### src/rtl/core_icache.sv
// Direct-mapped read-only instruction cache serving s1 fetches, refilling whole
// lines from a single-outstanding word memory port; supports a whole-cache flush.
package core_pkg;
  typedef struct packed {
    logic [31:0] addr;
    logic        valid;
  } mmu_instr_req_s;

  typedef struct packed {
    logic [31:0] instr;
    logic        ready;
    logic        illegal;
  } mmu_instr_rsp_s;
endpackage

module core_icache
  import core_pkg::*;
#(
  parameter int NUM_LINES  = 16,
  parameter int LINE_WORDS = 4
) (
  input  logic           clk,
  input  logic           rst_n,
  input  mmu_instr_req_s req,
  output mmu_instr_rsp_s rsp,
  input  logic           flush,
  output logic           mem_req_valid,
  output logic [31:0]    mem_req_addr,
  input  logic           mem_rsp_ready,
  input  logic [31:0]    mem_rsp_data,
  input  logic           mem_rsp_illegal
);

  localparam int OFF_W = $clog2(LINE_WORDS);
  localparam int IDX_W = $clog2(NUM_LINES);
  localparam int TAG_W = 30 - OFF_W - IDX_W;

  typedef enum logic [1:0] {S_IDLE, S_FILL, S_RESP} state_e;

  state_e state_q, state_d;

  logic [NUM_LINES-1:0] valid_q;
  logic [TAG_W-1:0]     tag_mem  [NUM_LINES];
  logic [31:0]          data_mem [NUM_LINES][LINE_WORDS];

  logic [TAG_W-1:0] tag_q;
  logic [IDX_W-1:0] idx_q;
  logic [OFF_W-1:0] word_q;
  logic [OFF_W-1:0] cnt_q;
  logic             fault_q;
  logic             flush_seen_q;

  logic        rsp_ready_q, rsp_ready_d;
  logic        rsp_illegal_q, rsp_illegal_d;
  logic [31:0] rsp_instr_q, rsp_instr_d;
  logic        mem_req_valid_q, mem_req_valid_d;
  logic [31:0] mem_req_addr_q, mem_req_addr_d;

  logic [OFF_W-1:0] req_word;
  logic [IDX_W-1:0] req_idx;
  logic [TAG_W-1:0] req_tag;
  logic accept, misaligned, hit, miss_start;
  logic last_word, fill_step, fill_done, fault_now;

  assign req_word = req.addr[2 +: OFF_W];
  assign req_idx  = req.addr[2+OFF_W +: IDX_W];
  assign req_tag  = req.addr[31 -: TAG_W];

  // A held request is not re-accepted in the cycle its response is visible.
  assign accept     = (state_q == S_IDLE) && req.valid && !rsp_ready_q;
  assign misaligned = (req.addr[1:0] != 2'b00);
  assign hit        = valid_q[req_idx] && (tag_mem[req_idx] == req_tag) && !flush;
  assign miss_start = accept && !misaligned && !hit;

  assign last_word = (cnt_q == OFF_W'(LINE_WORDS - 1));
  assign fill_step = (state_q == S_FILL) && mem_rsp_ready;
  assign fill_done = fill_step && last_word;
  assign fault_now = fault_q | mem_rsp_illegal;

  // NOTE: sequential state uses non-blocking assignments so every register
  // samples the pre-edge values of the others, regardless of statement order.
  always_ff @(posedge clk) begin
    if (!rst_n) begin
      state_q         <= S_IDLE;
      rsp_ready_q     <= 1'b0;
      rsp_illegal_q   <= 1'b0;
      rsp_instr_q     <= '0;
      mem_req_valid_q <= 1'b0;
      mem_req_addr_q  <= '0;
    end else begin
      state_q         <= state_d;
      rsp_ready_q     <= rsp_ready_d;
      rsp_illegal_q   <= rsp_illegal_d;
      rsp_instr_q     <= rsp_instr_d;
      mem_req_valid_q <= mem_req_valid_d;
      mem_req_addr_q  <= mem_req_addr_d;
    end
  end

  // NOTE: every combinational output gets a default first, so no path can
  // leave it unassigned and infer a latch.
  always_comb begin
    state_d = state_q;
    unique case (state_q)
      S_IDLE:  if (miss_start) state_d = S_FILL;
      S_FILL:  if (fill_done)  state_d = S_RESP;
      S_RESP:  state_d = S_IDLE;
      default: state_d = S_IDLE;
    endcase
  end

  // Next values of the registered outputs; response data holds while not ready.
  always_comb begin
    rsp_ready_d     = 1'b0;
    rsp_illegal_d   = rsp_illegal_q;
    rsp_instr_d     = rsp_instr_q;
    mem_req_valid_d = mem_req_valid_q;
    mem_req_addr_d  = mem_req_addr_q;
    unique case (state_q)
      S_IDLE: begin
        if (accept) begin
          if (misaligned) begin
            rsp_ready_d   = 1'b1;
            rsp_illegal_d = 1'b1;
            rsp_instr_d   = '0;
          end else if (hit) begin
            rsp_ready_d   = 1'b1;
            rsp_illegal_d = 1'b0;
            rsp_instr_d   = data_mem[req_idx][req_word];
          end else begin
            mem_req_valid_d = 1'b1;
            mem_req_addr_d  = {req.addr[31:2+OFF_W], (OFF_W+2)'(0)};
          end
        end
      end
      S_FILL: begin
        if (fill_step) begin
          if (last_word) begin
            mem_req_valid_d = 1'b0;
            rsp_ready_d     = 1'b1;
            rsp_illegal_d   = fault_now;
            // The requested word may be the one arriving this cycle.
            if (fault_now)            rsp_instr_d = '0;
            else if (word_q == cnt_q) rsp_instr_d = mem_rsp_data;
            else                      rsp_instr_d = data_mem[idx_q][word_q];
          end else begin
            mem_req_addr_d = mem_req_addr_q + 32'd4;
          end
        end
      end
      default: ;
    endcase
  end

  always_ff @(posedge clk) begin
    if (!rst_n) begin
      tag_q        <= '0;
      idx_q        <= '0;
      word_q       <= '0;
      cnt_q        <= '0;
      fault_q      <= 1'b0;
      flush_seen_q <= 1'b0;
    end else if (miss_start) begin
      tag_q        <= req_tag;
      idx_q        <= req_idx;
      word_q       <= req_word;
      cnt_q        <= '0;
      fault_q      <= 1'b0;
      flush_seen_q <= 1'b0;
    end else if (state_q == S_FILL) begin
      if (flush) flush_seen_q <= 1'b1;
      if (mem_rsp_ready) begin
        cnt_q   <= cnt_q + OFF_W'(1);
        fault_q <= fault_now;
      end
    end
  end

  // Flush wins over a completing fill; a faulted or flushed fill stays invalid.
  always_ff @(posedge clk) begin
    if (!rst_n)         valid_q <= '0;
    else if (flush)     valid_q <= '0;
    else if (fill_done) valid_q[idx_q] <= !fault_now && !flush_seen_q;
  end

  // NOTE: tag and data arrays carry no reset; the valid bits alone make them
  // meaningful, which keeps them mappable onto plain RAM.
  always_ff @(posedge clk) begin
    if (rst_n && fill_step) begin
      data_mem[idx_q][cnt_q] <= mem_rsp_data;
      if (last_word) tag_mem[idx_q] <= tag_q;
    end
  end

  assign rsp.ready     = rsp_ready_q;
  assign rsp.illegal   = rsp_illegal_q;
  assign rsp.instr     = rsp_instr_q;
  assign mem_req_valid = mem_req_valid_q;
  assign mem_req_addr  = mem_req_addr_q;

endmodule
### config.mk
export PLATFORM = sky130hd
export DESIGN_NAME = core_icache
export DESIGN_NICKNAME = d
export VERILOG_FILES = /design/src/rtl/core_icache.sv
export SDC_FILE = /design/constraint.sdc
export NUM_CORES = 2
export LEC_CHECK = 0
export CORE_MARGIN = 3
export CORE_UTILIZATION = 49
export DETAILED_ROUTE_END_ITERATION = 10
export PLACE_DENSITY_LB_ADDON = 0.05
export SKIP_CTS_REPAIR_TIMING = 1
export SYNTH_ARGS = -nofsm -noshare
export SYNTH_HDL_FRONTEND = slang
export SYNTH_SLANG_ARGS = --single-unit
export TNS_END_PERCENT = 30
### constraint.sdc
create_clock -name clk -period 8.1 [get_ports clk]
set_clock_uncertainty 0.05 [all_clocks]
set_input_delay 1.62 -clock clk [delete_from_list [all_inputs] [get_ports clk]]
set_output_delay 1.62 -clock clk [all_outputs]
set_load 0.02 [all_outputs]
After elaboration in Yosys (flattened, before gate mapping)
Memory sizes are Yosys's and may differ from the RTL's. A register that Yosys moved wholly into a read port is not among the register bits.
Index checks and enable logic that the tools add are counted.
{"block": "totals", "regBits": 119, "ramBits": 2432, "in_bits": 70, "out_inout_bits": 67, "wordCells": 125, "n_memories": 2}
{"block": "op_classes", "n_addsub": 2, "order_cmp": 7, "n_eq_ne": 13, "muxes": 54, "n_bitwise": 5, "n_reduce_logical": 29}
{"name": "data_mem", "depth": 16, "word_bits": 128, "read_ports": 2, "rd_clocked_by_memory_dff": 1, "write_ports": 1, "line_no": "44", "rtl": "logic [31:0] data_mem [NUM_LINES][LINE_WORDS];"}
{"name": "tag_mem", "depth": 16, "word_bits": 24, "read_ports": 1, "rd_clocked_by_memory_dff": 0, "write_ports": 1, "line_no": "43", "rtl": "logic [TAG_W-1:0] tag_mem [NUM_LINES];"}
{"op": "2-to-1 mux 32 bit", "count": 17}
{"op": "binary-select mux 32 bit (select 2 bit)", "count": 2}
{"op": "2-to-1 mux 128 bit", "count": 1}
{"op": "one-hot mux 32 bit (2 select lines)", "count": 2}
{"op": "demux 32 bit (select 2 bit)", "count": 1}
{"op": "adder 32 x 3 -> 32 bit (second input constant)", "count": 1}
{"op": "== test 24 bit", "count": 1}
{"op": "2-to-1 mux 1 bit", "count": 20}
{"op": "bitwise mux 16 bit", "count": 1}
{"op": "!= test 2 bit (second input constant)", "count": 8}
{"op": "logical AND 1 bit", "count": 12}
{"op": "AND reduction 6 bit", "count": 2}
{"op": "< comparator 4 x 5 -> 1 bit (second input constant)", "count": 2}
{"op": ">= comparator 3 bit (second input constant)", "count": 3}
{"op": "NOT 2 -> 3 bit", "count": 3}
{"op": "2-to-1 mux 4 bit", "count": 2}
{"op": "logical NOT 1 bit", "count": 6}
{"op": "one-hot mux 1 bit (2 select lines)", "count": 3}
{"op": "AND reduction 2 bit", "count": 3}
{"op": "AND reduction 5 bit", "count": 1}
{"op": "binary-select mux 1 bit (select 4 bit)", "count": 1}
{"op": "demux 1 bit (select 4 bit)", "count": 1}
{"op": ">= comparator 4 x 1 -> 1 bit (second input constant)", "count": 1}
{"op": "2-to-1 mux 2 bit", "count": 2}
{"op": "12 further kinds", "count": 14}

Longest topological paths before layout
{"block": "logic_depth", "ltp_word": 9, "mapped_depth": 15, "ltp_nobuf": 10}

Least setup slack after synthesis
OpenSTA, ideal clock, no wires.
{"block": "synth_timing", "path_type": "input-to-reg", "start": "input rst_n", "end": "memory data_mem[11][0] in the netlist's numbering, enable pin", "setup_ns": 0.470, "arrival_time_ns": 4.779, "required_ns": 7.580, "setup_slack_ns": 2.801, "cell_stages": 4, "n_path_buf": 2, "path_cell_list": "clkbuf_1 -> nand4_1 -> clkbuf_1 -> nor2_1"}
{"block": "synth_between", "elab_chain_len": 3}
{"element": "start, declared", "line_no": "23", "rtl": "input logic rst_n,"}
{"element": "logical AND 1 bit", "line_no": "189", "rtl": "if (rst_n && fill_step) begin"}
{"element": "2-to-1 mux 1 bit", "line_no": "189"}
{"element": "2-to-1 mux 128 bit (not written as such)", "line_no": "190", "rtl": "data_mem[idx_q][cnt_q] <= mem_rsp_data;"}
{"element": "end, declared", "line_no": "44"}
Every way passes these cells.

Final worst setup path
{"block": "layout_timing", "start": "input req[5] in the netlist's numbering", "end": "register rsp_illegal_q"}
{"block": "layout_between", "elab_chain_len": 6, "word_cells_on_any_way": 8, "cone_classes": "eq/ne: 2; mux: 2; reduce/logical: 3; memory: 1"}
{"element": "start, declared", "line_no": "24", "rtl": "input mmu_instr_req_s req,"}
{"element": "memory (16 x 24 bit) or binary-select mux 1 bit (select 4 bit) (tied branches)"}
{"element": "== test 24 bit or 2-to-1 mux 1 bit (tied branches)", "line_no": "72", "rtl": "assign hit = valid_q[req_idx] && (tag_mem[req_idx] == req_tag) && !flush;"}
{"element": "logical AND 1 bit * (2 in a row)", "line_no": "72"}
{"element": "!= test 3 bit (no line) *"}
{"element": "AND reduction 5 bit (no line) *"}
{"element": "end signal, assigned", "line_no": "93", "rtl": "rsp_illegal_q <= rsp_illegal_d;"}
{"element": "end, declared", "line_no": "54", "rtl": "logic rsp_illegal_q, rsp_illegal_d;"}
Mark *: on every way between the ends. The rest lies on a longest branch, timed or not. The select of a mux whose other input is x is not followed.
A chain may end at the register's enable or synchronous reset.

==> impl_results.rst <==
.. list-table::
   :header-rows: 1

   * - Metric
     - Value
   * - Number of register bits inferred by synthesis
     - 2553
   * - Global routing usage summed across all routing layers
     - 0.288
   * - Avg Synthesized Cell Area
     - 21.5 sq um
   * - Total routed wire length on the met1 layer
     - 136000 um
   * - Antenna Nets Post-Route
     - 0
   * - Destination of the worst hold path
     - valid_q[5]
   * - Min Clock Period, post-route
     - 5.09 ns
   * - Detailed-routing iteration count for the pre-antenna-repair pass
     - 6
   * - Initial antenna violation count
     - 15
   * - Xor/xnor share of the synthesized area
     - 0.00312
   * - Total design power
     - 28700 uW
   * - Insertion delay of the later-clocked pin in the worst-skew pair
     - 0.92 ns
   * - Portion of the post-synthesis area used by sequential elements
     - 0.655
   * - Worst setup slack after placement
     - 2.08 ns
   * - Placed cells
     - 8399
   * - Combinational fraction of design power
     - 0.064
   * - Clock buffers created by TritonCTS
     - 293
   * - Bufs on Longest Clock Path
     - 4
   * - Max-slew violations
     - 0
   * - Outcome
     - finished, final reports clean
   * - Simple-gate share of the synthesized area
     - 0.0195
   * - Switching power total
     - 6290 uW
   * - Peak ir drop on the vdd network
     - 0.000191 V
   * - Arrival time at the worst endpoint
     - 5.86 ns
   * - First-pass GRT wire length
     - 486000 um
   * - Upper clock frequency limit
     - 196 MHz
   * - Sequential share of power
     - 0.506
   * - Max capacitance violation total
     - 0
   * - Relative max-transition margin
     - 0.179
   * - FF-to-FF setup slack
     - 3.57 ns
   * - Main combinational cell family by area after synthesis
     - multiplexers
   * - Compound-Gate Fraction of Synth Area
     - 0.0184
   * - Cell depth of the worst flop-to-flop path
     - 7
   * - Worst path required time
     - 8.87 ns
   * - CP Capture Type
     - register
   * - Mux cell area share after synthesis
     - 0.287
   * - Warning count from the yosys run
     - 0
   * - Async set-or-reset flop fraction in the synthesized netlist
     - 0
   * - Routed vias
     - 60700
   * - Number of buffer cells added on primary ports
     - 134
   * - First DRT Iteration DRCs
     - 7414
   * - HP Class
     - reg2reg
   * - Critical path launch point type
     - input port
   * - Pin slew with the least headroom to its limit
     - 1.23 ns
   * - Post-route insts no fill
     - 8906
   * - Final clock period utilization by the worst path
     - 0.628
   * - Startpoint of the worst register-to-register path
     - state_q[0]
   * - Cells after Synth
     - 5362
   * - Post-synthesis instance area
     - 115000 sq um
   * - Distinct cell type count after synthesis
     - 70
   * - Adder-cell share of the synthesized area
     - 0.000543
   * - Fraction of layout instances using a drive strength above 1
     - 0.364
   * - Final weighted congestion in routability-driven placement
     - 0.815
   * - Final number of setup-violating endpoints
     - 0
   * - Initial Util
     - 0.494
   * - Most instantiated flip-flop cell in the synthesis netlist
     - sky130_fd_sc_hd__edfxtp_1
   * - Hold_sp
     - valid_q[5]
   * - Largest fanout on the critical path
     - 59
   * - Power share of the clock group
     - 0.430
   * - Met2 layer wire length in the routed design
     - 171000 um
   * - TritonCTS clock tree
     - built
   * - Top-Level Pins
     - 137
   * - Unrepaired setup endpoints after global routing
     - false
   * - Post-DP HPWL
     - 190000 um
   * - Final total negative setup slack
     - 0 ns
   * - Site row count
     - 177
   * - Horiz. Die Dim
     - 491 um
   * - P per Cell Area
     - 222 nW/um^2
   * - DRT Wirelength
     - 346000 um
   * - Number of flops mapped to enable cells by yosys
     - 2432
   * - Clock sinks
     - 2553
   * - Post-route DRC violation count
     - 0
   * - Clock slew seen by the registers of the worst setup and hold paths
     - 0.06 ns
   * - Worst Path Class, Setup
     - in2reg
   * - Die ar.
     - 241000 sq um
   * - GRT overflow
     - 0
   * - Setup WS post-layout
     - 3.01 ns
   * - Via count normalized by instance count
     - 6.81
   * - Final net count
     - 5637
   * - Clk root buf
     - sky130_fd_sc_hd__clkbuf_16
   * - Placeable core region
     - 233000 sq um
   * - Y dimension of the die
     - 491 um
   * - WL per Instance
     - 38.9 um
   * - Highest routed layer
     - met5
   * - Maximum number of pins on one net before global-route repair
     - 126
   * - Final Hold Viols
     - 0
   * - Design internal power
     - 22400 uW
   * - Lkg Pwr
     - 0.0397 uW
   * - Area Overhead vs Synth
     - 12.4%
   * - Number of global-route vias before repair
     - 62000
   * - Hold depth
     - 2
   * - R2r endpoint
     - data_mem[0][18]
   * - H-Tree Depth
     - 5
   * - Sw frac
     - 0.219
   * - Met3 routed WL
     - 24900 um
## layout by cell type (no fill, tap or decap), drive strengths merged, types with 5 or more instances in the layout
master         netlist  routed
a21o                 7       7
a21oi               53      53
a221o               13      13
a221oi              16      16
a31oi               14      14
a32o                14      14
and3                10      10
buf                204     219
bufinv               0      13
clkbuf             206     366
clkdlybuf4s50        0      95
clkinv               2     106
clkinvlp             0       5
dfxtp              121     121
diode                0      13
edfxtp            2432    2432
ha                   5       5
inv                 12      18
mux2                35      35
mux2i              172     172
mux4              1371    1371
nand2              165     165
nand2b              26      26
nand3               25      25
nand4               13      13
nor2               124     124
nor2b                8       8
nor3                21      21
nor3b                5       5
o211a               33      33
o21ai               34      34
o22ai               50      50
o2bb2ai             12      12
o31ai               11      11
or3                 51      51
xnor2               17      17
xor2                24      24
## cells by family (layout without fill, tap and decap cells)
group / Yosys count / in the layout
flip-flops: 2553 / 2553
multiplexers: 1578 / 1578
AND/OR/NAND/NOR: 470 / 470
buffers and inverters: 424 / 822
AO/OA/AOI/OAI: 290 / 290
XOR/XNOR: 41 / 41
adder cells (fa/ha/maj): 5 / 5
other: 1 / 15
## per-layer routing
layer / global-route usage / vias to the layer above
li1: - / 23900
met1: 0.398 / 33400
met2: 0.469 / 2756
met3: 0.0451 / 615
met4: 0.103 / 2
met5: 0 / -
## state kept, by name, indices dropped and copies added, names as in the netlist, named ones only
name,cells
rsp_ready_q,1
tag_mem,384
state_q,2
cnt_q,2
rsp_illegal_q,1
tag_q,24
rsp_instr_q,32
mem_req_addr,30
fault_q,1
flush_seen_q,1
word_q,2
valid_q,16
data_mem,2048
mem_req_valid,1
idx_q,4
## power by group through the flow
stage               Combinational (uW)  Clock [uW]  Sequential (uW)
floorplan                         1110           0            14800
global placement                  1850           0            14800
detailed placement                1860           0            14800
CTS                               1860       12600            14500
global route                      1930       13100            14500
finish                            1840       12400            14500
## stage by stage
stage / instance area (sq um) / hold slack, ns / util
global route: 129000 / 0.449 / 0.555
global placement: 121000 / 0.407 / 0.518
CTS: 129000 / 0.427 / 0.555
floorplan: 115000 / 0.400 / -
finish: 129000 / 0.429 / 0.555
detailed placement: 121000 / 0.418 / 0.518
## area by class of cell
cell class	instances	area, sq um
flip-flops and latches	2553	75500
diodes	13	32.5
well taps	3132	3920
repair buffers	314	2910
fillers	17400	104000
multi-input cells	2386	38300
clock buffers	366	7790
clock inverters	128	940
inverters	14	60.1
## cell usage after synthesis, types with 5 or more instances
library cell | instances | area [sq um]
sky130_fd_sc_hd__inv_1 | 12 | 45.0
sky130_fd_sc_hd__o31ai_1 | 11 | 82.6
sky130_fd_sc_hd__o22ai_1 | 50 | 313
sky130_fd_sc_hd__a21o_1 | 7 | 52.6
sky130_fd_sc_hd__nand2_1 | 165 | 619
sky130_fd_sc_hd__o211a_1 | 33 | 330
sky130_fd_sc_hd__nand3_1 | 25 | 125
sky130_fd_sc_hd__mux2i_1 | 172 | 1720
sky130_fd_sc_hd__nor3b_1 | 5 | 37.5
sky130_fd_sc_hd__nor2b_1 | 8 | 50.1
sky130_fd_sc_hd__dfxtp_1 | 121 | 2420
sky130_fd_sc_hd__a32o_1 | 14 | 140
sky130_fd_sc_hd__xnor2_1 | 17 | 149
sky130_fd_sc_hd__a31oi_1 | 14 | 87.6
sky130_fd_sc_hd__buf_6 | 24 | 270
sky130_fd_sc_hd__clkbuf_1 | 206 | 773
sky130_fd_sc_hd__buf_2 | 72 | 360
sky130_fd_sc_hd__o2bb2ai_1 | 12 | 105
sky130_fd_sc_hd__or3_1 | 50 | 313
sky130_fd_sc_hd__nor3_1 | 16 | 80.1
sky130_fd_sc_hd__nor2_1 | 124 | 465
sky130_fd_sc_hd__xor2_1 | 24 | 210
sky130_fd_sc_hd__nand2b_1 | 26 | 163
sky130_fd_sc_hd__edfxtp_1 | 2432 | 73000
sky130_fd_sc_hd__mux4_2 | 1371 | 30900
sky130_fd_sc_hd__buf_1 | 94 | 353
sky130_fd_sc_hd__o21ai_0 | 32 | 160
sky130_fd_sc_hd__a221o_1 | 13 | 130
sky130_fd_sc_hd__nor3_2 | 5 | 50.1
sky130_fd_sc_hd__nand4_1 | 13 | 81.3
sky130_fd_sc_hd__a21oi_1 | 53 | 265
sky130_fd_sc_hd__a221oi_1 | 14 | 123
sky130_fd_sc_hd__ha_1 | 5 | 62.6
sky130_fd_sc_hd__buf_4 | 14 | 105
sky130_fd_sc_hd__and3_1 | 10 | 62.6
sky130_fd_sc_hd__mux2_2 | 35 | 394
## worst max path at each step
| stage | startpoint | end | slack [ns] | cells past startpoint |
|---|---|---|---|---|
| 4_1_cts | req[8] | rsp_instr_q[2] | 3.07 | 10 |
| 6_report | req[5] | rsp_illegal_q | 3.01 | 11 |
| 5_1_grt | req[6] | mem_req_addr[22] | 2.84 | 12 |
| 3_5_place_dp | req[5] | rsp_illegal_q | 2.08 | 11 |
| 3_3_place_gp | req[5] | rsp_illegal_q | 2.10 | 11 |
| 2_1_floorplan | rst_n | data_mem[11][0] | 2.80 | 4 |
## critical path: stages
cell and delay (ns):
sky130_fd_sc_hd__buf_8 0.48, sky130_fd_sc_hd__buf_4 0.46, sky130_fd_sc_hd__mux4_2 0.56, sky130_fd_sc_hd__mux2i_1 0.17, sky130_fd_sc_hd__xnor2_1 0.18, sky130_fd_sc_hd__nand4_1 0.12, sky130_fd_sc_hd__o21ai_0 0.48, sky130_fd_sc_hd__nand3_1 0.36
sky130_fd_sc_hd__nor4_4 0.61, sky130_fd_sc_hd__nor2_4 0.36, sky130_fd_sc_hd__a31o_2 0.35
No activity file was read; power rests on OpenSTA's default activity.
